### src/rtl/hit_resolver.sv
// Applies hit flags to player health, stun timers and knockback.
// Tracks KO state and declares the round winner.
module hit_resolver #(
  parameter int MAX_HEALTH   = 100,
  parameter int HEALTH_DEPTH = 7,
  parameter int KICK_DAMAGE  = 10,
  parameter int GRAB_DAMAGE  = 15,
  parameter int KICK_HITSTUN = 12,
  parameter int GRAB_HITSTUN = 20,
  parameter int BLOCKSTUN    = 6,
  parameter int STUN_DEPTH   = 5,
  parameter int STATE_DEPTH  = 3,
  parameter int BLOCK_CODE   = 3,
  parameter int KICK         = 1,
  parameter int GRAB         = 2
) (
  input  logic                    clk,
  input  logic                    reset,
  input  logic                    frame_tick,
  input  logic                    new_round,
  input  logic [STATE_DEPTH-1:0]  p1_state,
  input  logic [STATE_DEPTH-1:0]  p2_state,
  input  logic                    p1_connects,
  input  logic                    p2_connects,
  output logic [HEALTH_DEPTH-1:0] p1_health,
  output logic [HEALTH_DEPTH-1:0] p2_health,
  output logic                    p1_stunned,
  output logic                    p2_stunned,
  output logic                    p1_knockback,
  output logic                    p2_knockback,
  output logic                    round_over,
  output logic [1:0]              winner
);

  typedef logic [HEALTH_DEPTH-1:0] health_t;
  typedef logic [STUN_DEPTH-1:0]   stun_t;
  typedef logic [STATE_DEPTH-1:0]  st_t;
  typedef enum logic {FIGHT, KO} fsm_t;

  localparam health_t H_MAX  = health_t'(MAX_HEALTH);
  localparam health_t D_KICK = health_t'(KICK_DAMAGE);
  localparam health_t D_GRAB = health_t'(GRAB_DAMAGE);
  localparam stun_t   S_KICK = stun_t'(KICK_HITSTUN);
  localparam stun_t   S_GRAB = stun_t'(GRAB_HITSTUN);
  localparam stun_t   S_BLK  = stun_t'(BLOCKSTUN);
  localparam st_t     C_KICK = st_t'(KICK);
  localparam st_t     C_GRAB = st_t'(GRAB);
  localparam st_t     C_BLK  = st_t'(BLOCK_CODE);

  fsm_t    state_q, state_n;
  health_t h1_q, h2_q, h1_n, h2_n;
  stun_t   s1_q, s2_q, s1_n, s2_n;
  logic    c1_d, c2_d;
  logic    kb1_n, kb2_n;
  logic    ro_n;
  logic [1:0] win_n;

  function automatic health_t sat_sub(health_t h, health_t d);
    return (h > d) ? h - d : '0;
  endfunction

  logic p1_hit, p2_hit;
  logic p1_kick, p2_kick;
  logic p1_grab, p2_grab;

  assign p1_hit = p1_connects & ~c1_d;
  assign p2_hit = p2_connects & ~c2_d;

  assign p1_kick = p1_hit & (p1_state == C_KICK);
  assign p2_kick = p2_hit & (p2_state == C_KICK);

  // a kick beats a grab launched on the same cycle
  assign p1_grab = p1_hit & (p1_state == C_GRAB) & ~p2_kick;
  assign p2_grab = p2_hit & (p2_state == C_GRAB) & ~p1_kick;

  always_comb begin
    state_n = state_q;
    h1_n    = h1_q;
    h2_n    = h2_q;
    s1_n    = s1_q;
    s2_n    = s2_q;
    kb1_n   = 1'b0;
    kb2_n   = 1'b0;
    ro_n    = round_over;
    win_n   = winner;

    if (frame_tick && s1_q != '0) s1_n = s1_q - 1'b1;
    if (frame_tick && s2_q != '0) s2_n = s2_q - 1'b1;

    if (new_round) begin
      state_n = FIGHT;
      h1_n    = H_MAX;
      h2_n    = H_MAX;
      s1_n    = '0;
      s2_n    = '0;
      ro_n    = 1'b0;
      win_n   = 2'b00;
    end else if (state_q == FIGHT) begin
      if ((p1_kick | p1_grab) && s2_q == '0) begin
        kb2_n = 1'b1;
        if (p1_grab) begin
          h2_n = sat_sub(h2_q, D_GRAB);
          s2_n = S_GRAB;
        end else if (p2_state == C_BLK) begin
          s2_n = S_BLK;
        end else begin
          h2_n = sat_sub(h2_q, D_KICK);
          s2_n = S_KICK;
        end
      end
      if ((p2_kick | p2_grab) && s1_q == '0) begin
        kb1_n = 1'b1;
        if (p2_grab) begin
          h1_n = sat_sub(h1_q, D_GRAB);
          s1_n = S_GRAB;
        end else if (p1_state == C_BLK) begin
          s1_n = S_BLK;
        end else begin
          h1_n = sat_sub(h1_q, D_KICK);
          s1_n = S_KICK;
        end
      end
      if (h1_n == '0 || h2_n == '0) begin
        state_n = KO;
        ro_n    = 1'b1;
        win_n   = {h1_n == '0, h2_n == '0};
      end
    end
  end

  always_ff @(posedge clk) begin
    if (!reset) begin
      state_q      <= FIGHT;
      h1_q         <= H_MAX;
      h2_q         <= H_MAX;
      s1_q         <= '0;
      s2_q         <= '0;
      c1_d         <= 1'b0;
      c2_d         <= 1'b0;
      p1_knockback <= 1'b0;
      p2_knockback <= 1'b0;
      round_over   <= 1'b0;
      winner       <= 2'b00;
    end else begin
      state_q      <= state_n;
      h1_q         <= h1_n;
      h2_q         <= h2_n;
      s1_q         <= s1_n;
      s2_q         <= s2_n;
      c1_d         <= p1_connects;
      c2_d         <= p2_connects;
      p1_knockback <= kb1_n;
      p2_knockback <= kb2_n;
      round_over   <= ro_n;
      winner       <= win_n;
    end
  end

  assign p1_health  = h1_q;
  assign p2_health  = h2_q;
  assign p1_stunned = (s1_q != '0);
  assign p2_stunned = (s2_q != '0);

endmodule

### config.mk
export PLATFORM = sky130hd
export DESIGN_NAME = hit_resolver
export DESIGN_NICKNAME = d
export VERILOG_FILES = /design/src/rtl/hit_resolver.sv
export SDC_FILE = /design/constraint.sdc
export NUM_CORES = 1
export LEC_CHECK = 0
export ABC_AREA = 1
export CAP_MARGIN = 5
export CORE_ASPECT_RATIO = 0.7
export CORE_MARGIN = 4
export CORE_UTILIZATION = 55
export CTS_CLUSTER_DIAMETER = 100
export DETAILED_ROUTE_END_ITERATION = 8
export PLACE_DENSITY_LB_ADDON = 0.3
export SYNTH_ARGS = -nofsm -noshare
export SYNTH_HDL_FRONTEND = slang
export SYNTH_SLANG_ARGS = --single-unit
export TNS_END_PERCENT = 1
### constraint.sdc
create_clock -name clk -period 3.62 [get_ports clk]
set_clock_uncertainty 0.15 [all_clocks]
set_input_delay 0.724 -clock clk [delete_from_list [all_inputs] [get_ports clk]]
set_output_delay 0.724 -clock clk [all_outputs]
set_load 0.02 [all_outputs]
======== Word-level counts from Yosys, hierarchy flattened ========
Index checks and enable logic that the tools add are counted.
W data, S select, Z words.
storage, ports and cells
  logic and storage cells ................. 85
  register bits after elaboration ......... 32
  RAM bits ................................ 0
  bits of input ports ..................... 12
  memories ................................ 0
  memory bits (read-only) ................. 0
  bits in latches ......................... 0
  output and inout port bits .............. 21
operators by class
  multiplexer cells ....................... 28
  div/mod/pow operators ................... 0
  eq/ne operators ......................... 6
  multiply operators ...................... 0
  magnitude comparators ................... 4
  add/subtract/negate cells ............... 6
  shift operators ......................... 0
  reductions and logical operators ........ 14
  bitwise gates (word level) .............. 16
operators with widths
  operator               count
  $mux W7                14
  $mux W5                8
  $gt A7 B4 Y1 const B   4
  $sub A7 B4 Y7 const B  4
  $logic_not A7 Y1       2
  $eq A3 B2 Y1 const B   4
  $logic_not A5 Y1       2
  $reduce_bool A5 Y1     2
  $sub A5 B1 Y5 const B  2
  $and A1 B1 Y1          8
  $mux W4                2
  $eq A3 B1 Y1 const B   2
  $not A1 Y1             6
  $logic_and A1 B1 Y1    4
  $mux W1                4
  $reduce_or A3 Y1       1
  $or A1 B1 Y1           2
  $reduce_and A2 Y1      1
  $reduce_or A2 Y1       1
  $logic_or A1 B1 Y1     1

======== Depth between registers and ports, before layout ========
Gate-level depths: netlist of run 1.
  word-level depth ........................ 14
  gate-level depth with buffers ........... 18
  mapped depth without buffers ............ 17

======== Worst setup path before layout of run 1 ========
No wires, ideal clock.
  kind .................................... input to register
  start ................................... input p1_connects
  end ..................................... register winner[0]
  required time ........................... 3.357 ns
  setup time .............................. 0.113 ns
  path buffers ............................ 0
  slack ................................... 1.437 ns
  arrival time ............................ 1.920 ns
  stages .................................. 15
  path through ............................ nand2_1 -> nor2_1 -> nand2_2 -> nand2_4 -> nand2_2 -> nand2_4 -> clkinv_4 -> nand2_1 -> nand3_1 -> nor2_2 -> nand2_1 -> nand2_2 -> nand2_2 -> nand2_1 -> nand2_1
on the way
  cells in the longest elaborated chain, start to end .. 12
  elaborated cells on any way between the ends .. 22
  classes of those cells .................. mux: 8; bitwise: 8; reduce/logical: 6
RTL lines
  what                         RTL line  text
  start: declaration           23        input logic p1_connects,
  $and A1 B1 Y1 (*)            66        assign p1_hit = p1_connects & ~c1_d;
  $and A1 B1 Y1                69        assign p1_kick = p1_hit & (p1_state == C_KICK);
  $not A1 Y1                   74        assign p2_grab = p2_hit & (p2_state == C_GRAB) & ~p1_kick;
  $and A1 B1 Y1                74
  $or A1 B1 Y1                 111       if ((p2_kick | p2_grab) && s1_q == '0) begin
  $logic_and A1 B1 Y1          111
  $mux W7                      111
  $mux W7                      98        end else if (state_q == FIGHT) begin
  $mux W7                      90        if (new_round) begin
  $logic_not A7 Y1             123       if (h1_n == '0 || h2_n == '0) begin
  $logic_or A1 B1 Y1           123
  $reduce_and A2 Y1 (no line)  n/a
  end signal: assignment       155       winner <= win_n;
  end: declaration             32        output logic [1:0] winner
Mark *: on every way between the ends. The rest lies on a longest branch, timed or not. The select of a mux whose other input is x is not followed.
A chain may end at the register's enable or synchronous reset.

======== Final worst setup path of run 1 ========
  start ................................... input p1_state[2]
  end ..................................... register winner[0]
on the way
  cells in the longest elaborated chain, start to end .. 12
  elaborated cells on any way between the ends .. 25
  classes of those cells .................. eq/ne: 3; mux: 9; bitwise: 7; reduce/logical: 6
RTL lines
  what                         RTL line  text
  start: declaration           21        input logic [STATE_DEPTH-1:0] p1_state,
  $eq A3 B1 Y1                 69
  $and A1 B1 Y1                69
  $not A1 Y1                   74
  $and A1 B1 Y1                74
  $or A1 B1 Y1                 111
  $logic_and A1 B1 Y1          111
  $mux W7                      111
  $mux W7                      98
  $mux W7                      90
  $logic_not A7 Y1             123
  $logic_or A1 B1 Y1           123
  $reduce_and A2 Y1 (no line)  n/a
Several ways; a longest one is shown, not always the timed one. The select of a mux whose other input is x is not followed.

==> metrics.txt, run 1 <==
Yosys warnings 0; clk_lat worst skew 280 ps; CTS tree built; CTS root buffer clkbuf_8; n_diodes 0; Setup crit end kind flip-flop; Filler cells 389; pwr/cell area 289 nW/um^2; Post-Syn Nets 428; min-delay worst type flip-flop to flip-flop; Slew Limit Fails 0; Post-synth ARST share 0%; Worst EP arrival 2810 ps; slew margin rel. 61.5%; hpwl dp 4.84 mm; initial antenna violation count 0; vias in the first global route 2336; GRT Total Usage 23.7%; Pre-antenna DRT Iters 5; remaining global-route overflow 0; die height 64.2 um; Unique masters post-synth 38; EDFF count, synth 0; initial core utilization 57.0%; Post CTS Setup Buffer Count 0; Max rail drop VDD 0.224 mV; #FFs+latches synth 32; clock tree buffer depth 2; hold buffers post-CTS 0; Max Clock Freq 359 MHz; Post-Synthesis Cells 404; CTS Buf Count 5; Buffers on Ports 32; Final nets 459; Core Box Area 4350 um^2; GPL Wtd Cong 0.896; Req. time, crit path 3650 ps; Lkg Pwr 1.52 nW; Tot Pwr 841 uW; Final WS setup 833 ps; Sink Count 32; final worst-path cycle share 77.0%; area delta synth->final 17.1%; wire length per cell 12.8 um; Via-to-Cell Ratio 5.38; clock-pin slew on the worst setup and hold paths 70 ps; RSZ-0062 raised after global routing no; MaxCap Viol Count 0; # DRC 0; critical path type primary input to flip-flop; Chip Width 88.3 um; Post-synth top flop dfxtp_1; final hold violation count 0; setup TNS 0 ps; pre-CTS setup slack 572 ps; Total Wirelength 6.28 mm; type of origin of the critical path primary input; largest net degree at the start of global routing 23; post-route ant nets 0; initial DRC count 222; H-tree depth 2; global-route wire length before repair 10.8 mm; sequential area share after synthesis 25.8%; Worst-Margin Slew 577 ps; die area 5670 um^2; final setup violation count 0; Tmin final 2790 ps; layout cells sized above 1 9.89%; Worst Path Max Fanout 12; syn avg cell area 6.15 um^2; Synth Cell Area 2480 um^2; # IOs 33; most common cell after layout, fill and taps aside nand2_1; Core Rows 20; status finished, final reports clean; post-cts sizing count 0; vias 2637; commonest non-fill, non-tap cells in the layout nand2_1 (124), inv_1 (50), nand3_1 (37)
[cells in the mapped netlist, drive strengths merged, types with 3 or more instances]
| cell type | instances | area share [%] |
|---|---|---|
| nand2 | 132 | 21 |
| inv | 62 | 9.4 |
| nor2 | 47 | 8.2 |
| nand3 | 37 | 7.5 |
| dfxtp | 32 | 26 |
| o21ai | 17 | 3.4 |
| ha | 12 | 6.0 |
| nand4 | 11 | 2.8 |
| a21oi | 10 | 2.6 |
| xor2 | 10 | 3.5 |
| buf | 5 | 1.4 |
| clkbuf | 4 | 0.60 |
| o211ai | 4 | 1.2 |
| nor4 | 3 | 0.76 |
[worst max-delay path: stages]
cell and delay, ps:
clkdlybuf4s50_1 490, inv_2 70, nand3_1 80, nor2_2 130, nand2_2 210, nand2_1 160, nand2_2 120, nand2_1 80
nand2_1 50, nor2_1 150, nand2_1 70, nor2_1 120, nand2_1 80, nand2_2 80, nand2_2 70, nand2_1 90
nand2_1 50
[where the power goes]
group	switching [mW]	internal [mW]	total (mW)	leakage (nW)
logic	0.125	0.0788	0.204	1.22
registers	0.0134	0.364	0.377	0.259
clock network	0.129	0.131	0.259	0.0410
total	0.267	0.573	0.841	1.52
[routing by layer]
metal | share of wire (%) | GRT usage, % | vias up
li1 | - | - | 1345
met1 | 51 | 36.5 | 1191
met2 | 40 | 32.6 | 97
met3 | 9.0 | 5.67 | 4
met4 | 0.46 | 5.28 | 0
met5 | 0 | 0 | -
[layout make-up]
type | count | area [um^2] | share of cell area, %
Timing Repair Buffer | 33 | 328 | 11.3
Clock buffer | 6 | 72.6 | 2.49
Tap cell | 55 | 68.8 | 2.37
Inverter | 64 | 245 | 8.43
Multi-Input combinational cell | 299 | 1550 | 53.2
Sequential cell | 32 | 641 | 22.0
Clock inverter | 1 | 5.00 | 0.172
[sequential cells by signal, indices dropped and copies added, names as in the netlist]
register,flops
s2_q,5
s1_q,5
p1_health,7
winner,2
p2_health,7
p1_knockback,1
round_over,1
c2_d,1
state_q,1
c1_d,1
p2_knockback,1
[per-stage QoR]
step	hold WS, ps	std cells	instance area [um^2]	utilization (%)
final	312	490	2910	66.8
after global routing	345	490	2910	66.8
after CTS	320	490	2910	66.8
after detailed placement	309	483	2830	65.0
after global placement	309	483	2830	65.0
after floorplan	320	404	2480	-
[cell families (layout without fill, tap and decap cells)]
kind of cell / Yosys count / in the layout / share of synthesized area (%)
adder cells (fa/ha/maj): 12 / 12 / 6.05
buffers and inverters: 73 / 104 / 11.8
flip-flops: 32 / 32 / 25.8
AND/OR/NAND/NOR: 235 / 235 / 42.0
XOR/XNOR: 12 / 12 / 4.23
AO/OA/AOI/OAI: 40 / 40 / 10.1
[path summary, 6_finish.rpt]
path | slack [ps] | endpoint | start | depth (start not counted)
worst max-delay path | 830 | winner[0] | p1_state[2] | 17
worst min-delay path | 310 | round_over | round_over | 2
worst max register to register | 1250 | winner[0] | p2_health[1] | 16
worst min register to register | 310 | round_over | round_over | 2
No activity file was read; power rests on OpenSTA's default activity.
==> inputs of run 2 (changes only) <==
--- a/config.mk
+++ b/config.mk
@@ -9,7 +9,7 @@
 export CAP_MARGIN = 5
 export CORE_ASPECT_RATIO = 0.7
 export CORE_MARGIN = 4
-export CORE_UTILIZATION = 55
+export CORE_UTILIZATION = 50
 export CTS_CLUSTER_DIAMETER = 100
 export DETAILED_ROUTE_END_ITERATION = 8
 export PLACE_DENSITY_LB_ADDON = 0.3
==> constraint.sdc (replaced) <==
create_clock -name clk -period 2.2 [get_ports clk]
set_clock_uncertainty 0.15 [all_clocks]
set_input_delay 0.44 -clock clk [delete_from_list [all_inputs] [get_ports clk]]
set_output_delay 0.44 -clock clk [all_outputs]
set_load 0.02 [all_outputs]
==> run 2 against run 1 <==
Effect of this change: design area rose by 29%; critical path depth fell by 15; die area rose by 8.9%; routed wire length rose by 25%; clock power rose by 89%; sequential cell count did not move; sequential power rose by 63%.
==> metrics.txt, run 2 (same netlist as run 1, synthesis figures left out) <==
# IOs 33 (unchanged); CTS tree built; initial antenna violation count 0 (unchanged); clock tree buffer depth 2 (unchanged); Buffers on Ports 32 (unchanged); switching power 515 uW (+93%); Lkg Pwr 1.99 nW (+31%); n_diodes 0 (unchanged); Pre-antenna DRT Iters 5 (unchanged); initial core utilization 51.9% (-5.1 points); die height 67.0 um (+4.3%); Setup crit end kind output pin; Total Wirelength 7.85 mm (+25%); type of origin of the critical path flip-flop; commonest non-fill, non-tap cells in the layout nand2_1 (113), buf_4 (77), inv_1 (46); status finished, final reports clean; layout cells sized above 1 32.2% (+22 points); RSZ-0062 raised after global routing yes; pwr/cell area 420 nW/um^2 (+46%); CTS Buf Count 5 (unchanged); critical path type flip-flop to output pin; most common cell after layout, fill and taps aside nand2_1; Clock power frac 31.1% (+0.3 points); largest net degree at the start of global routing 18 (-22%); Max Clock Freq 462 MHz; Cell Int Power 1.06 mW (+85%); Final WS setup 34.3 ps (-799 ps); Sink Count 32 (unchanged); final setup violation count 0 (unchanged); vias 2940 (+11%); Req. time, crit path 1610 ps (-2040 ps); final worst-path cycle share 98.4%; hold buffers post-CTS 0 (unchanged); Chip Width 92.2 um (+4.4%); Net Sw Frac 32.7% (+0.90 points); GRT Total Usage 24.5% (+0.86 points); Worst Path Max Fanout 7 (-5); Final nets 538 (+17%); H-tree depth 2 (unchanged); clock-pin slew on the worst setup and hold paths 70 ps (about the same); clk_lat worst skew 290 ps (about the same); Filler cells 369 (-5.1%); Slew Limit Fails 0 (unchanged); post-route ant nets 0 (unchanged); fin cells 584 (+19%); Via-to-Cell Ratio 5.03 (-6.5%); Core Box Area 4780 um^2 (+9.8%); global-route wire length before repair 12.1 mm (+12%); Finished Cell Area 3740 um^2 (+29%); # DRC 0 (unchanged); Hold Slack 262 ps (-50.6 ps); Seq pwr share 39.0% (-5.9 points); GPL Wtd Cong 0.943 (+5.3%); vias in the first global route 2623 (+12%); register area 656 um^2 (+2.3%); min-delay worst type primary input to flip-flop; area delta synth->final 50.8%; wire length per cell 13.4 um (+5.0%); Tmin final 2170 ps; Core Rows 21 (+5.0%); Worst EP arrival 1580 ps (-1230 ps); hpwl dp 5.53 mm (+14%); Max rail drop VDD 0.558 mV (+150%); Placed Cells 560 (+16%); remaining global-route overflow 0 (unchanged); MaxCap Viol Count 0 (unchanged); area of placed instances 3330 um^2 (+18%); combinational share of power 29.8% (+5.5 points); Multi-input gate area 1700 um^2 (+9.9%); pre-CTS setup slack -496 ps (-1070 ps); slew margin rel. 64.5% (+3.0 points); CTS root buffer clkbuf_8; Worst-Margin Slew 532 ps (-44.5 ps); final hold violation count 0 (unchanged); initial DRC count 238 (+7.2%); die area 6180 um^2 (+8.9%)
==> run 2: cell types whose count changed in the layout (fill, tap and decap cells not counted), sizes merged <==
cell / before / now
buf: 1 / 80
clkbuf: 6 / 8
clkdlybuf4s50: 32 / 22
clkinv: 3 / 2
clkinvlp: 0 / 1
dlygate4sd2: 0 / 2
dlymetal6s2s: 0 / 7
==> run 2: timing repair <==
item / CTS / global route
pin swaps: 1 / 20
setup buffers: 1 / 15
hold endpoints to repair: 0 / 0
endpoints found under the setup margin: 6 / 17
gates resized for setup: 6 / 64
==> run 2: power by group through the flow <==
| stage | combinational, mW | sequential (mW) | clock, mW |
|---|---|---|---|
| finish | 0.470 | 0.614 | 0.490 |
| floorplan | 0.225 | 0.635 | 0 |
| global route | 0.515 | 0.617 | 0.528 |
| detailed placement | 0.397 | 0.629 | 0 |
| global placement | 0.390 | 0.628 | 0 |
| CTS | 0.400 | 0.615 | 0.494 |
==> run 2: final timing paths <==
path / from / to / slack, ps / cells past startpoint
setup reg to reg: c2_d / winner[1] / 40 / 15
setup / recovery: p2_health[3] / p2_health[3] / 30 / 2
hold reg to reg: round_over / round_over / 330 / 2
hold / removal: p2_connects / c2_d / 260 / 3
==> run 2: through the flow <==
| stage | util, % | total power [mW] | TNS [ps] |
|---|---|---|---|
| 6_report | 78.3 | 1.57 | 0 |
| 5_1_grt | 78.3 | 1.66 | -263 |
| 4_1_cts | 71.9 | 1.51 | -361 |
| 3_5_place_dp | 69.7 | 1.03 | -5100 |
| 3_3_place_gp | 69.7 | 1.02 | -4850 |
| 2_1_floorplan | - | 0.860 | 0 |
==> run 2: critical path, stage by stage, from the launching register on <==
cell and delay [ps]:
dfxtp_1 490, buf_4 190, clkdlybuf4s50_1 600
==> run 2: cell type report <==
class | count | share of cell area, %
Sequential cell | 32 | 17.5
Timing Repair Buffer | 112 | 25.6
Inverter | 64 | 6.62
Multi-Input combinational cell | 299 | 45.4
Clock buffer | 7 | 2.31
Tap cell | 69 | 2.31
Clock inverter | 1 | 0.200
==> run 2: layer usage <==
layer	share of wire, %	global-route usage, %	up-vias
met4	1.5	6.30	0
met3	7.3	6.43	15
met1	47	34.4	1312
met5	0	0	-
li1	-	-	1511
met2	44	37.2	102
